<file path="config.mk">
export PLATFORM = sky130hd
export DESIGN_NAME = dense_sched_flat
export DESIGN_NICKNAME = d
export VERILOG_FILES = /design/src/rtl/dense_sched_if.sv /design/src/rtl/dense_sched.sv /design/src/flat_wrapper.sv
export SDC_FILE = /design/constraint.sdc
export NUM_CORES = 1
export LEC_CHECK = 0
export CAP_MARGIN = 30
export CELL_PAD_IN_SITES_DETAIL_PLACEMENT = 0
export CELL_PAD_IN_SITES_GLOBAL_PLACEMENT = 2
export CORE_ASPECT_RATIO = 0.5
export CORE_UTILIZATION = 29
export CTS_CLUSTER_SIZE = 10
export DETAILED_ROUTE_END_ITERATION = 6
export PLACE_DENSITY_LB_ADDON = 0.1
export SYNTH_ARGS = -nofsm -noshare
export SYNTH_HDL_FRONTEND = slang
export SYNTH_SLANG_ARGS = --single-unit
</file>
<file path="constraint.sdc">
create_clock -name clk -period 4.95 [get_ports clk]
set_clock_uncertainty 0.05 [all_clocks]
set_input_delay 1.2375 -clock clk [delete_from_list [all_inputs] [get_ports clk]]
set_output_delay 1.2375 -clock clk [all_outputs]
set_load 0.005 [all_outputs]
</file>
<file path="src/rtl/dense_sched_if.sv">
// Handshake/config bundle between the layer controller (master) and the dense-layer sequencer (slave).
interface dense_sched_if #(
  parameter int unsigned DIM_W  = 16,
  parameter int unsigned ADDR_W = 16
);
  logic              start;
  logic [DIM_W-1:0]  cfg_in_len;
  logic [DIM_W-1:0]  cfg_out_len;
  logic [ADDR_W-1:0] cfg_in_base;
  logic [ADDR_W-1:0] cfg_w_base;
  logic [ADDR_W-1:0] cfg_out_base;
  logic              busy;
  logic              done;
  logic              buf1_rd_en;
  logic [ADDR_W-1:0] buf1_rd_addr;
  logic              buf2_rd_en;
  logic [ADDR_W-1:0] buf2_rd_addr;
  logic              pe_valid;
  logic              pe_clear;
  logic              pe_last;
  logic              wb_en;
  logic [ADDR_W-1:0] wb_addr;
  logic              wb_ready;

  modport master (
    output start, cfg_in_len, cfg_out_len, cfg_in_base, cfg_w_base, cfg_out_base, wb_ready,
    input  busy, done, buf1_rd_en, buf1_rd_addr, buf2_rd_en, buf2_rd_addr,
           pe_valid, pe_clear, pe_last, wb_en, wb_addr
  );

  modport slave (
    input  start, cfg_in_len, cfg_out_len, cfg_in_base, cfg_w_base, cfg_out_base, wb_ready,
    output busy, done, buf1_rd_en, buf1_rd_addr, buf2_rd_en, buf2_rd_addr,
           pe_valid, pe_clear, pe_last, wb_en, wb_addr
  );
endinterface

</file>
<file path="src/rtl/dense_sched.sv">
// Dense-layer sequencer: walks output tiles of NUM_PE neurons, streams activation/weight reads,
// aligns PE strobes to read latency and issues one write-back per tile.
module dense_sched #(
  parameter int unsigned NUM_PE = 8,
  parameter int unsigned DIM_W  = 16,
  parameter int unsigned ADDR_W = 16,
  parameter int unsigned RD_LAT = 2
) (
  input  logic         clk,
  input  logic         rst,
  dense_sched_if.slave bus
);
  localparam logic [2:0] S_IDLE  = 3'd0;
  localparam logic [2:0] S_RUN   = 3'd1;
  localparam logic [2:0] S_DRAIN = 3'd2;
  localparam logic [2:0] S_WB    = 3'd3;
  localparam logic [2:0] S_FIN   = 3'd4;
  localparam logic [2:0] S_ZERO  = 3'd5;

  logic [2:0]        state_q, state_d;
  logic [DIM_W-1:0]  in_len_q, in_len_d;
  logic [DIM_W-1:0]  last_tile_q, last_tile_d;
  logic [DIM_W-1:0]  tile_q, tile_d;
  logic [DIM_W-1:0]  step_q, step_d;
  logic [ADDR_W-1:0] in_base_q, in_base_d;
  logic [ADDR_W-1:0] out_base_q, out_base_d;
  logic [ADDR_W-1:0] a_ptr_q, a_ptr_d;
  logic [ADDR_W-1:0] w_ptr_q, w_ptr_d;
  logic [ADDR_W-1:0] wb_addr_q, wb_addr_d;
  logic              busy_q, busy_d;
  logic              done_q, done_d;
  logic              rd_en_q, rd_en_d;
  logic              first_q, first_d;
  logic              last_q, last_d;
  logic              wb_en_q, wb_en_d;
  logic [RD_LAT-1:0] pv_q, pv_d;
  logic [RD_LAT-1:0] pc_q, pc_d;
  logic [RD_LAT-1:0] pl_q, pl_d;
  logic              hs;

  // Next state, pointers and registered output values
  always_comb begin
    state_d     = state_q;
    in_len_d    = in_len_q;
    last_tile_d = last_tile_q;
    tile_d      = tile_q;
    step_d      = step_q;
    in_base_d   = in_base_q;
    out_base_d  = out_base_q;
    a_ptr_d     = a_ptr_q;
    w_ptr_d     = w_ptr_q;
    hs          = (state_q == S_WB) && wb_en_q && bus.wb_ready;

    case (state_q)
      S_IDLE, S_FIN, S_ZERO: begin
        state_d = S_IDLE;
        if (bus.start) begin
          in_len_d    = bus.cfg_in_len;
          last_tile_d = DIM_W'((bus.cfg_out_len - DIM_W'(1)) / DIM_W'(NUM_PE));
          in_base_d   = bus.cfg_in_base;
          out_base_d  = bus.cfg_out_base;
          a_ptr_d     = bus.cfg_in_base;
          w_ptr_d     = bus.cfg_w_base;
          tile_d      = '0;
          step_d      = '0;
          state_d     = (bus.cfg_in_len == '0 || bus.cfg_out_len == '0) ? S_ZERO : S_RUN;
        end
      end
      S_RUN: begin
        // Weight pointer keeps running across tiles; activation pointer rewinds per tile
        w_ptr_d = w_ptr_q + ADDR_W'(1);
        if (step_q == in_len_q - DIM_W'(1)) begin
          state_d = S_DRAIN;
          step_d  = '0;
          a_ptr_d = in_base_q;
        end else begin
          step_d  = step_q + DIM_W'(1);
          a_ptr_d = a_ptr_q + ADDR_W'(1);
        end
      end
      S_DRAIN: begin
        if (step_q == DIM_W'(RD_LAT - 1)) state_d = S_WB;
        else                              step_d  = step_q + DIM_W'(1);
      end
      S_WB: begin
        if (hs) begin
          tile_d = tile_q + DIM_W'(1);
          step_d = '0;
          state_d = (tile_q == last_tile_q) ? S_FIN : S_RUN;
        end
      end
      default: state_d = S_IDLE;
    endcase

    rd_en_d   = (state_d == S_RUN);
    first_d   = rd_en_d && (step_d == '0);
    last_d    = rd_en_d && (step_d == in_len_d - DIM_W'(1));
    wb_en_d   = (state_d == S_WB);
    wb_addr_d = wb_en_d ? out_base_d + ADDR_W'(tile_d) : '0;
    done_d    = (state_d == S_FIN) || (state_d == S_ZERO);
    busy_d    = !((state_d == S_IDLE) || (state_d == S_FIN) || (state_d == S_ZERO));
    pv_d      = RD_LAT'({pv_q, rd_en_q});
    pc_d      = RD_LAT'({pc_q, first_q});
    pl_d      = RD_LAT'({pl_q, last_q});
  end

  always_ff @(posedge clk) begin
    if (!rst) begin
      state_q     <= S_IDLE;
      in_len_q    <= '0;
      last_tile_q <= '0;
      tile_q      <= '0;
      step_q      <= '0;
      in_base_q   <= '0;
      out_base_q  <= '0;
      a_ptr_q     <= '0;
      w_ptr_q     <= '0;
      wb_addr_q   <= '0;
      busy_q      <= 1'b0;
      done_q      <= 1'b0;
      rd_en_q     <= 1'b0;
      first_q     <= 1'b0;
      last_q      <= 1'b0;
      wb_en_q     <= 1'b0;
      pv_q        <= '0;
      pc_q        <= '0;
      pl_q        <= '0;
    end else begin
      state_q     <= state_d;
      in_len_q    <= in_len_d;
      last_tile_q <= last_tile_d;
      tile_q      <= tile_d;
      step_q      <= step_d;
      in_base_q   <= in_base_d;
      out_base_q  <= out_base_d;
      a_ptr_q     <= a_ptr_d;
      w_ptr_q     <= w_ptr_d;
      wb_addr_q   <= wb_addr_d;
      busy_q      <= busy_d;
      done_q      <= done_d;
      rd_en_q     <= rd_en_d;
      first_q     <= first_d;
      last_q      <= last_d;
      wb_en_q     <= wb_en_d;
      pv_q        <= pv_d;
      pc_q        <= pc_d;
      pl_q        <= pl_d;
    end
  end

  assign bus.busy         = busy_q;
  assign bus.done         = done_q;
  assign bus.buf1_rd_en   = rd_en_q;
  assign bus.buf1_rd_addr = a_ptr_q;
  assign bus.buf2_rd_en   = rd_en_q;
  assign bus.buf2_rd_addr = w_ptr_q;
  assign bus.pe_valid     = pv_q[RD_LAT-1];
  assign bus.pe_clear     = pc_q[RD_LAT-1];
  assign bus.pe_last      = pl_q[RD_LAT-1];
  assign bus.wb_en        = wb_en_q;
  assign bus.wb_addr      = wb_addr_q;
endmodule

</file>
<file path="src/flat_wrapper.sv">
// flat-port wrapper written by rule: the top's interface ports become plain ports
module dense_sched_flat 
#(
  parameter int unsigned NUM_PE = 8,
  parameter int unsigned DIM_W  = 16,
  parameter int unsigned ADDR_W = 16,
  parameter int unsigned RD_LAT = 2
)
  (clk, rst, bus_start, bus_cfg_in_len, bus_cfg_out_len, bus_cfg_in_base, bus_cfg_w_base, bus_cfg_out_base, bus_wb_ready, bus_busy, bus_done, bus_buf1_rd_en, bus_buf1_rd_addr, bus_buf2_rd_en, bus_buf2_rd_addr, bus_pe_valid, bus_pe_clear, bus_pe_last, bus_wb_en, bus_wb_addr);
  dense_sched_if #(.DIM_W(DIM_W), .ADDR_W(ADDR_W)) bus_i ();
  input  logic clk;
  input  logic rst;
  input wire logic [$bits(bus_i.start)-1:0] bus_start;
  input wire logic [$bits(bus_i.cfg_in_len)-1:0] bus_cfg_in_len;
  input wire logic [$bits(bus_i.cfg_out_len)-1:0] bus_cfg_out_len;
  input wire logic [$bits(bus_i.cfg_in_base)-1:0] bus_cfg_in_base;
  input wire logic [$bits(bus_i.cfg_w_base)-1:0] bus_cfg_w_base;
  input wire logic [$bits(bus_i.cfg_out_base)-1:0] bus_cfg_out_base;
  input wire logic [$bits(bus_i.wb_ready)-1:0] bus_wb_ready;
  output wire logic [$bits(bus_i.busy)-1:0] bus_busy;
  output wire logic [$bits(bus_i.done)-1:0] bus_done;
  output wire logic [$bits(bus_i.buf1_rd_en)-1:0] bus_buf1_rd_en;
  output wire logic [$bits(bus_i.buf1_rd_addr)-1:0] bus_buf1_rd_addr;
  output wire logic [$bits(bus_i.buf2_rd_en)-1:0] bus_buf2_rd_en;
  output wire logic [$bits(bus_i.buf2_rd_addr)-1:0] bus_buf2_rd_addr;
  output wire logic [$bits(bus_i.pe_valid)-1:0] bus_pe_valid;
  output wire logic [$bits(bus_i.pe_clear)-1:0] bus_pe_clear;
  output wire logic [$bits(bus_i.pe_last)-1:0] bus_pe_last;
  output wire logic [$bits(bus_i.wb_en)-1:0] bus_wb_en;
  output wire logic [$bits(bus_i.wb_addr)-1:0] bus_wb_addr;
  assign bus_i.start = bus_start;
  assign bus_i.cfg_in_len = bus_cfg_in_len;
  assign bus_i.cfg_out_len = bus_cfg_out_len;
  assign bus_i.cfg_in_base = bus_cfg_in_base;
  assign bus_i.cfg_w_base = bus_cfg_w_base;
  assign bus_i.cfg_out_base = bus_cfg_out_base;
  assign bus_i.wb_ready = bus_wb_ready;
  assign bus_busy = bus_i.busy;
  assign bus_done = bus_i.done;
  assign bus_buf1_rd_en = bus_i.buf1_rd_en;
  assign bus_buf1_rd_addr = bus_i.buf1_rd_addr;
  assign bus_buf2_rd_en = bus_i.buf2_rd_en;
  assign bus_buf2_rd_addr = bus_i.buf2_rd_addr;
  assign bus_pe_valid = bus_i.pe_valid;
  assign bus_pe_clear = bus_i.pe_clear;
  assign bus_pe_last = bus_i.pe_last;
  assign bus_wb_en = bus_i.wb_en;
  assign bus_wb_addr = bus_i.wb_addr;
  dense_sched #(.NUM_PE(NUM_PE), .DIM_W(DIM_W), .ADDR_W(ADDR_W), .RD_LAT(RD_LAT)) u_core (.clk(clk), .rst(rst), .bus(bus_i));
endmodule
</file>
==> results.cfg, run 1 <==
[clock_network]
cts.repair.resized = 0
cts_setup_buffers = 0
cts_tree = built
cts.sinks = 156
cts-root-buf = clkbuf_16
cts_hold_buffers = 0
cts_buffer_depth = 2
htree_levels = 4
clkLatencyLatePin_ns = 0.45
clk_pin_slew_ns = 0.06
numCtsBuffers = 17

[worst_setup_path]
r2r_start = u_core.state_q[2]
cp_max_fo = 2
startpoint_type = input port
startpoint = bus_wb_ready
setup.worst_path.class = input port to register
cp-end-kind = register
cp.arrival_ns = 4.80
crit_required_ns = 5.24

[synthesis]
postSynthAreaPerCell_um2 = 7.78
async_flop_share = 0
synth_flop_cell = dfxtp_1
ys_top_cells_by_count = 174 x nand2_1, 156 x dfxtp_1, 81 x o21ai_0
synthesis.area_um2 = 9290
yosysTopAreaCellShare = 0.336
synthTopCellsByArea = dfxtp_1 34%, nand2_1 7.0%, xnor2_1 4.4%
synth_warnings = 0
ys_types = 81
synth_edf_count = 0
synth_top_area_cell = dfxtp_1
syn_nets = 1301
yosysSeqAreaShare = 0.336
ys_ff_latch = 156
synth_cells = 1194
yosysMostFrequentCell = nand2_1

[route]
ant_nets = 0
dr.pass1.iters = 5
routed_via_density = 5.02
via_count = 8838
avgRoutedWirePerCell_um = 17.5
drt_wl_total_um = 30800
remaining_drc_errors = 0
drt_iter0_drc = 547

[outcome]
status = finished clean

[hold_path]
hp-start = u_core.pv_q[0]
hold_path_class = register to register

[timing]
min_period_over_period = 0.911
fmax_ghz = 0.222
rsz0062_at_grt = false
setup_violations = 0
worstMarginPinSlew_ns = 0.960
drv_slew = 0
hold_viol = 0
slew_headroom = 0.350
period_minus_slack_ns = 4.51

[placement]
post-dp-hpwl_um = 22900
io_buffers = 139
dpl_cell_area_um2 = 11300
place.gp.congestion = 0.855

[floorplanning]
row_count = 45
start_util = 0.301
fp.dieW_um = 255
core_um2 = 30900
ioPinCount = 140
dieArea_um2 = 32800
fp.dieH_um = 129

[grt]
grt-ovfl-total = 0
grtUsageTotal = 0.193
grt_pass1_wl_um = 48200
grt_pass1_vias = 8428
antenna_found_initial = 0
grt_max_degree = 82

[pwr]
total_power_mw = 3.40
vdd_ir_drop_max_mv = 0.238
powerDensity_nw_per_um2 = 287
p_leak_nw = 4.52

[final_layout]
syn2layout_area_growth_pct = 27.7
diodes = 0
final_nets = 1433
drive_above_1_share = 0.0792
final_area_um2 = 11900

[flow_run]
max_cap_violations = 0
## routing by layer
layer	vias up	routed length [um]	track usage
met5	-	0	0
met4	0	362	0.0549
met3	23	948	0.0340
met2	142	13900	0.300
met1	4192	15600	0.271
li1	4481	-	-
## worst max-delay path: stages
cell,delay (ns)
clkdlybuf4s50_1,0.48
nand2_1,0.09
nor3_2,0.17
nor2_1,0.11
mux2_2,0.29
ha_1,0.23
fa_1,0.41
a21o_1,0.17
a21oi_1,0.18
o21bai_1,0.08
a21oi_1,0.20
o21bai_1,0.08
a21oi_1,0.24
o211ai_1,0.17
a31o_2,0.26
a21oi_1,0.16
xor2_1,0.16
nor2_1,0.05
## cells in the final DEF, fill, tap and decap left out, types with 18 or more instances in the layout
master,count
mux2i_1,24
buf_4,45
nor2_1,74
clkdlybuf4s50_1,138
nand2_1,174
nor2b_1,27
nand4_1,18
nand3_1,38
dfxtp_1,156
a21oi_1,72
a21boi_0,23
ha_1,22
and2_1,50
inv_1,35
xnor2_1,47
o21ai_0,81
xor2_1,39
nor3_1,35
## per-stage QoR
stage	hold slack, ns	util	std cells	setup TNS (ns)	worst slack, ns
after floorplan	0.362	-	1194	0	0.0193
after global placement	0.363	0.365	1730	-0.0657	-0.0657
after detailed placement	0.368	0.365	1730	-0.159	-0.159
after CTS	0.383	0.383	1762	0	0.299
after global routing	0.406	0.384	1762	0	0.110
final	0.383	0.384	1762	0	0.442
## registers in the layout, summed over array words and instances (netlist names)
name / count
u_core.pc_q: 2
u_core.first_q: 1
u_core.bus.buf1_rd_en: 1
u_core.pv_q: 2
u_core.bus.done: 1
u_core.pl_q: 2
u_core.step_q: 16
u_core.tile_q: 16
u_core.state_q: 3
u_core.in_len_q: 16
u_core.out_base_q: 16
u_core.bus.buf1_rd_addr: 16
u_core.last_q: 1
u_core.last_tile_q: 13
u_core.bus.busy: 1
u_core.bus.wb_en: 1
u_core.in_base_q: 16
u_core.bus.buf2_rd_addr: 16
u_core.bus.wb_addr: 16
## cell type report
class / count / area, um^2
tap: 423 / 529
clock buffer: 20 / 457
clock inverter: 12 / 115
multi-input combinational: 932 / 5780
sequential: 156 / 3120
timing repair buffer: 184 / 1720
inverter: 35 / 131
fill: 3201 / 19100
## worst paths after layout
check	slack (ns)	depth (start not counted)	end
worst max-delay path	0.44	18	u_core.bus.wb_addr[14]
worst min register to register	0.38	1	u_core.pv_q[1]
worst max register to register	0.95	17	u_core.bus.wb_addr[14]
worst min-delay path	0.38	1	u_core.pv_q[1]
## where the power goes
group,internal (mW),switching [mW],total (mW)
clock,0.721,0.587,1.31
sequential,1.32,0.0754,1.40
combinational,0.327,0.369,0.696
total,2.37,1.03,3.40
## cells by family (layout without fill, tap and decap cells)
| logic type | after synthesis | in the layout | share of synthesized area |
|---|---|---|---|
| flops | 156 | 156 | 0.336 |
| buf+inv | 106 | 251 | 0.0446 |
| xor+xnor | 86 | 86 | 0.0811 |
| simple gates | 500 | 500 | 0.269 |
| compound gates | 296 | 296 | 0.208 |
| mux | 27 | 27 | 0.0295 |
| fa+ha+maj | 23 | 23 | 0.0318 |
(Power assumes the default switching activity.)
==> inputs of run 2 (changes only) <==
Settings changed: CORE_MARGIN set to 5, PLACE_DENSITY set to 0.82, PLACE_DENSITY_LB_ADDON 0.1 to not set, SKIP_CTS_REPAIR_TIMING set to 1.
==> results.cfg, run 2 (same netlist as run 1, synthesis figures left out) <==
[pwr]
total_power_mw = 3.36
pwr-share-seq = 0.416
p_switching_mw = 1.06
power.share.switching = 0.316
p_leak_nw = 4.46
intPower_mw = 2.30
power_frac_clock = 0.379
vdd_ir_drop_max_mv = 0.246
powerDensity_nw_per_um2 = 286
combPwrFrac = 0.205

[worst_setup_path]
cp_max_fo = 2
setup.worst_path.class = input port to register
reg2reg_slack_ns = 0.64
startpoint_type = input port
cp-end-kind = register
cp.arrival_ns = 4.92
crit_required_ns = 5.22

[route]
via_count = 8934
wl_met1_um = 14100
wl_met3_um = 980
avgRoutedWirePerCell_um = 17.5
highest_layer = met4
remaining_drc_errors = 0
ant_nets = 0
drt_iter0_drc = 625
routed_via_density = 5.08
wl_met2_um = 14900
dr.pass1.iters = 5
drt_wl_total_um = 30700

[clock_network]
cts-root-buf = clkbuf_16
clk_pin_slew_ns = 0.07
clkLatencyLatePin_ns = 0.45
cts.sinks = 156
cts_tree = built
cts_buffer_depth = 2
numCtsBuffers = 17
htree_levels = 4

[final_layout]
diodes = 0
final_nets = 1421
final_area_um2 = 11800
mostFrequentLayoutCells = 174 x nand2_1, 156 x dfxtp_1, 138 x clkdlybuf4s50_1, 81 x o21ai_0, 74 x nor2_1
layout_commonest_cell = nand2_1
drive_above_1_share = 0.0708
fin_cells = 1759
nFillCells = 3306
syn2layout_area_growth_pct = 26.6

[floorplanning]
fp.dieH_um = 137
fp.dieW_um = 263
dieArea_um2 = 35900
ioPinCount = 140
start_util = 0.293
core_um2 = 31700
row_count = 46

[grt]
grt_pass1_wl_um = 48000
grt_max_degree = 85
antenna_found_initial = 0
grt_pass1_vias = 8588
grt-ovfl-total = 0
grtUsageTotal = 0.167

[placement]
dpl_cell_area_um2 = 11200
post-dp-hpwl_um = 22900
place.gp.congestion = 0.887
dp.cells = 1727
io_buffers = 139

[timing]
min_period_over_period = 0.938
setup-tns-final_ns = 0
slew_headroom = 0.472
worstMarginPinSlew_ns = 0.791
drv_slew = 0
setup_violations = 0
period_minus_slack_ns = 4.64
hold_viol = 0
rsz0062_at_grt = false
fmax_ghz = 0.215

[outcome]
status = finished clean

[flow_run]
max_cap_violations = 0

[hold_path]
hold_path_class = register to register
## run 2: cell count changes in the layout (fill, tap and decap cells not counted), moves of 2 or more
cell      delta
buf_4       -12
inv_6        +3
clkbuf_8     -2
inv_8        +2
## run 2: stage by stage
step                hold WS [ns]  setup WS [ns]  utilization
floorplan                  0.362         0.0193            -
global placement           0.370       -0.00792        0.354
detailed placement         0.376         -0.143        0.354
CTS                        0.395          0.311        0.371
global route               0.407         0.0600        0.371
finish                     0.392          0.306        0.371
## run 2: final timing paths
| kind | cells past startpoint | to | from |
|---|---|---|---|
| max | 18 | u_core.bus.wb_addr[14] | bus_wb_ready |
| min | 1 | u_core.pc_q[0] | u_core.first_q |
| max reg2reg | 17 | u_core.bus.wb_addr[14] | u_core.state_q[1] |
| min reg2reg | 1 | u_core.pc_q[0] | u_core.first_q |
## run 2: power by group through the flow
stage	sequential (mW)	combinational, mW	clock [mW]
global placement	1.42	0.680	0
global route	1.41	0.759	1.35
detailed placement	1.43	0.689	0
floorplan	1.40	0.427	0
finish	1.40	0.688	1.27
CTS	1.40	0.693	1.31
## run 2: layer usage
| metal | GRT usage | vias to the layer above |
|---|---|---|
| met1 | 0.215 | 4296 |
| met3 | 0.0280 | 39 |
| met4 | 0.0615 | 0 |
| met2 | 0.284 | 140 |
| li1 | - | 4459 |
| met5 | 0 | - |
## run 2: cell type report
class	instances	area (um^2)	share of cell area
inverter	35	131	0.0112
clock inverter	15	130	0.0111
clock buffer	17	425	0.0362
sequential	156	3120	0.266
timing repair buffer	172	1630	0.139
tap	432	541	0.0460
multi-input combinational	932	5770	0.491
## run 2: worst max-delay path, stage by stage
cell	delay, ns
clkdlybuf4s50_1	0.47
nand2_1	0.08
nor3_1	0.25
nor2_1	0.13
mux2_2	0.29
ha_1	0.24
fa_1	0.40
a21o_1	0.16
a21oi_1	0.20
o21bai_1	0.09
a21oi_1	0.20
o21bai_1	0.09
a21oi_1	0.22
o211ai_1	0.18
a31o_2	0.26
a21oi_1	0.19
xor2_1	0.17
nor2_1	0.05
==> inputs of run 3 (changes only) <==
Settings changed: GPL_TIMING_DRIVEN set to 0.
==> results.cfg, run 3 (same netlist as run 1, synthesis figures left out) <==
[outcome]
status = finished clean

[timing]
setup-tns-final_ns = 0
period_minus_slack_ns = 4.73
slew_headroom = 0.467
min_period_over_period = 0.956
whs_ns = 0.386
drv_slew = 0
worstMarginPinSlew_ns = 0.797
fmax_ghz = 0.211
setup_violations = 0
hold_viol = 0

[final_layout]
diodes = 0
mostFrequentLayoutCells = 174 x nand2_1, 156 x dfxtp_1, 138 x clkdlybuf4s50_1, 81 x o21ai_0, 75 x nor2_1
layout_commonest_cell = nand2_1
fin_util = 0.378
final_nets = 1467
syn2layout_area_growth_pct = 29.0
drive_above_1_share = 0.0692
nFillCells = 3326
fin_cells = 1805

[route]
ant_nets = 0
remaining_drc_errors = 0
via_count = 9317
drt_wl_total_um = 34000
dr.pass1.iters = 6
drt_iter0_drc = 684
routed_via_density = 5.16
avgRoutedWirePerCell_um = 18.8

[worst_setup_path]
endpoint = u_core.last_q
startpoint = bus_start
r2r_end = u_core.bus.wb_addr[14]
setup.worst_path.class = input port to register
startpoint_type = input port
cp-end-kind = register
r2r_start = u_core.state_q[2]
crit_required_ns = 5.23
worst-r2r-cell-count = 20
cp.arrival_ns = 5.01
cp_max_fo = 10
reg2reg_slack_ns = 0.49

[floorplanning]
core_um2 = 31700
fp.dieH_um = 137
dieArea_um2 = 35900
fp.dieW_um = 263
ioPinCount = 140
start_util = 0.293
row_count = 46

[clock_network]
cts.sinks = 156
cts_tree = built
clkLatencyLatePin_ns = 0.45
numCtsBuffers = 17
cts-root-buf = clkbuf_16
htree_levels = 4
cts_buffer_depth = 2
clk_pin_slew_ns = 0.06

[placement]
io_buffers = 139
dp.cells = 1766
post-dp-hpwl_um = 26300
place.gp.congestion = 0.918

[pwr]
total_power_mw = 3.45
vdd_ir_drop_max_mv = 0.258
p_leak_nw = 4.51
powerDensity_nw_per_um2 = 288

[grt]
grt_max_degree = 17
grtUsageTotal = 0.183
antenna_found_initial = 1
grt_pass1_vias = 8990
grt-ovfl-total = 0
grt_pass1_wl_um = 51500

[flow_run]
max_cap_violations = 0

[hold_path]
hold_path_class = register to register
run 3: report_power, final:
part           internal, mW  switching (mW)  total, mW
Clock                 0.708           0.593       1.30
Sequential             1.32          0.0601       1.38
Combinational         0.333           0.430      0.763
Total                  2.36            1.08       3.45
run 3: final cells by class:
cell class / instances / area [um^2] / area share
Tap cell: 432 / 541 / 0.0451
Timing Repair Buffer: 148 / 1460 / 0.122
Clock buffer: 19 / 443 / 0.0370
Clock inverter: 13 / 118 / 0.00982
Sequential cell: 156 / 3120 / 0.261
Multi-Input combinational cell: 932 / 5850 / 0.488
Buffer: 70 / 309 / 0.0258
Inverter: 35 / 131 / 0.0110
run 3: how the worst min path moves through the flow:
stage                         startpoint              to  slack [ns]  cells past startpoint
after detailed placement  u_core.pc_q[0]  u_core.pc_q[1]        0.37                      1
after CTS                 u_core.pc_q[0]  u_core.pc_q[1]        0.39                      1
after global routing      u_core.pc_q[0]  u_core.pc_q[1]        0.41                      1
after floorplan           u_core.first_q  u_core.pc_q[0]        0.36                      1
final                     u_core.pc_q[0]  u_core.pc_q[1]        0.39                      1
after global placement    u_core.pv_q[0]  u_core.pv_q[1]        0.37                      1
run 3: metal layers:
| metal | track usage | share of wire | up-vias |
|---|---|---|---|
| li1 | - | - | 4532 |
| met5 | 0 | 0.00021 | - |
| met1 | 0.247 | 0.47 | 4492 |
| met3 | 0.0329 | 0.040 | 49 |
| met4 | 0.0589 | 0.020 | 2 |
| met2 | 0.303 | 0.47 | 242 |
run 3: worst max-delay path, cell delays in order:
cell	delay (ns)
clkbuf_2	0.17
inv_2	0.09
nor3_4	0.16
buf_12	0.15
buf_4	0.20
buf_12	0.17
buf_4	0.25
mux2i_2	0.28
ha_2	0.27
nand4_1	0.18
o22ai_4	0.24
nand3b_1	0.15
xor2_2	0.19
o21ai_0	0.13
nor3_1	0.19
nand3_1	0.13
a211oi_1	0.21
nand4_1	0.20
a2111oi_4	0.40
run 3: metrics by stage:
stage	instance area, um^2	setup WS, ns
after CTS	11800	-1.68
after floorplan	9300	0.0193
after global routing	12000	-0.0288
after global placement	11200	-2.11
final	12000	0.218
after detailed placement	11200	-2.12
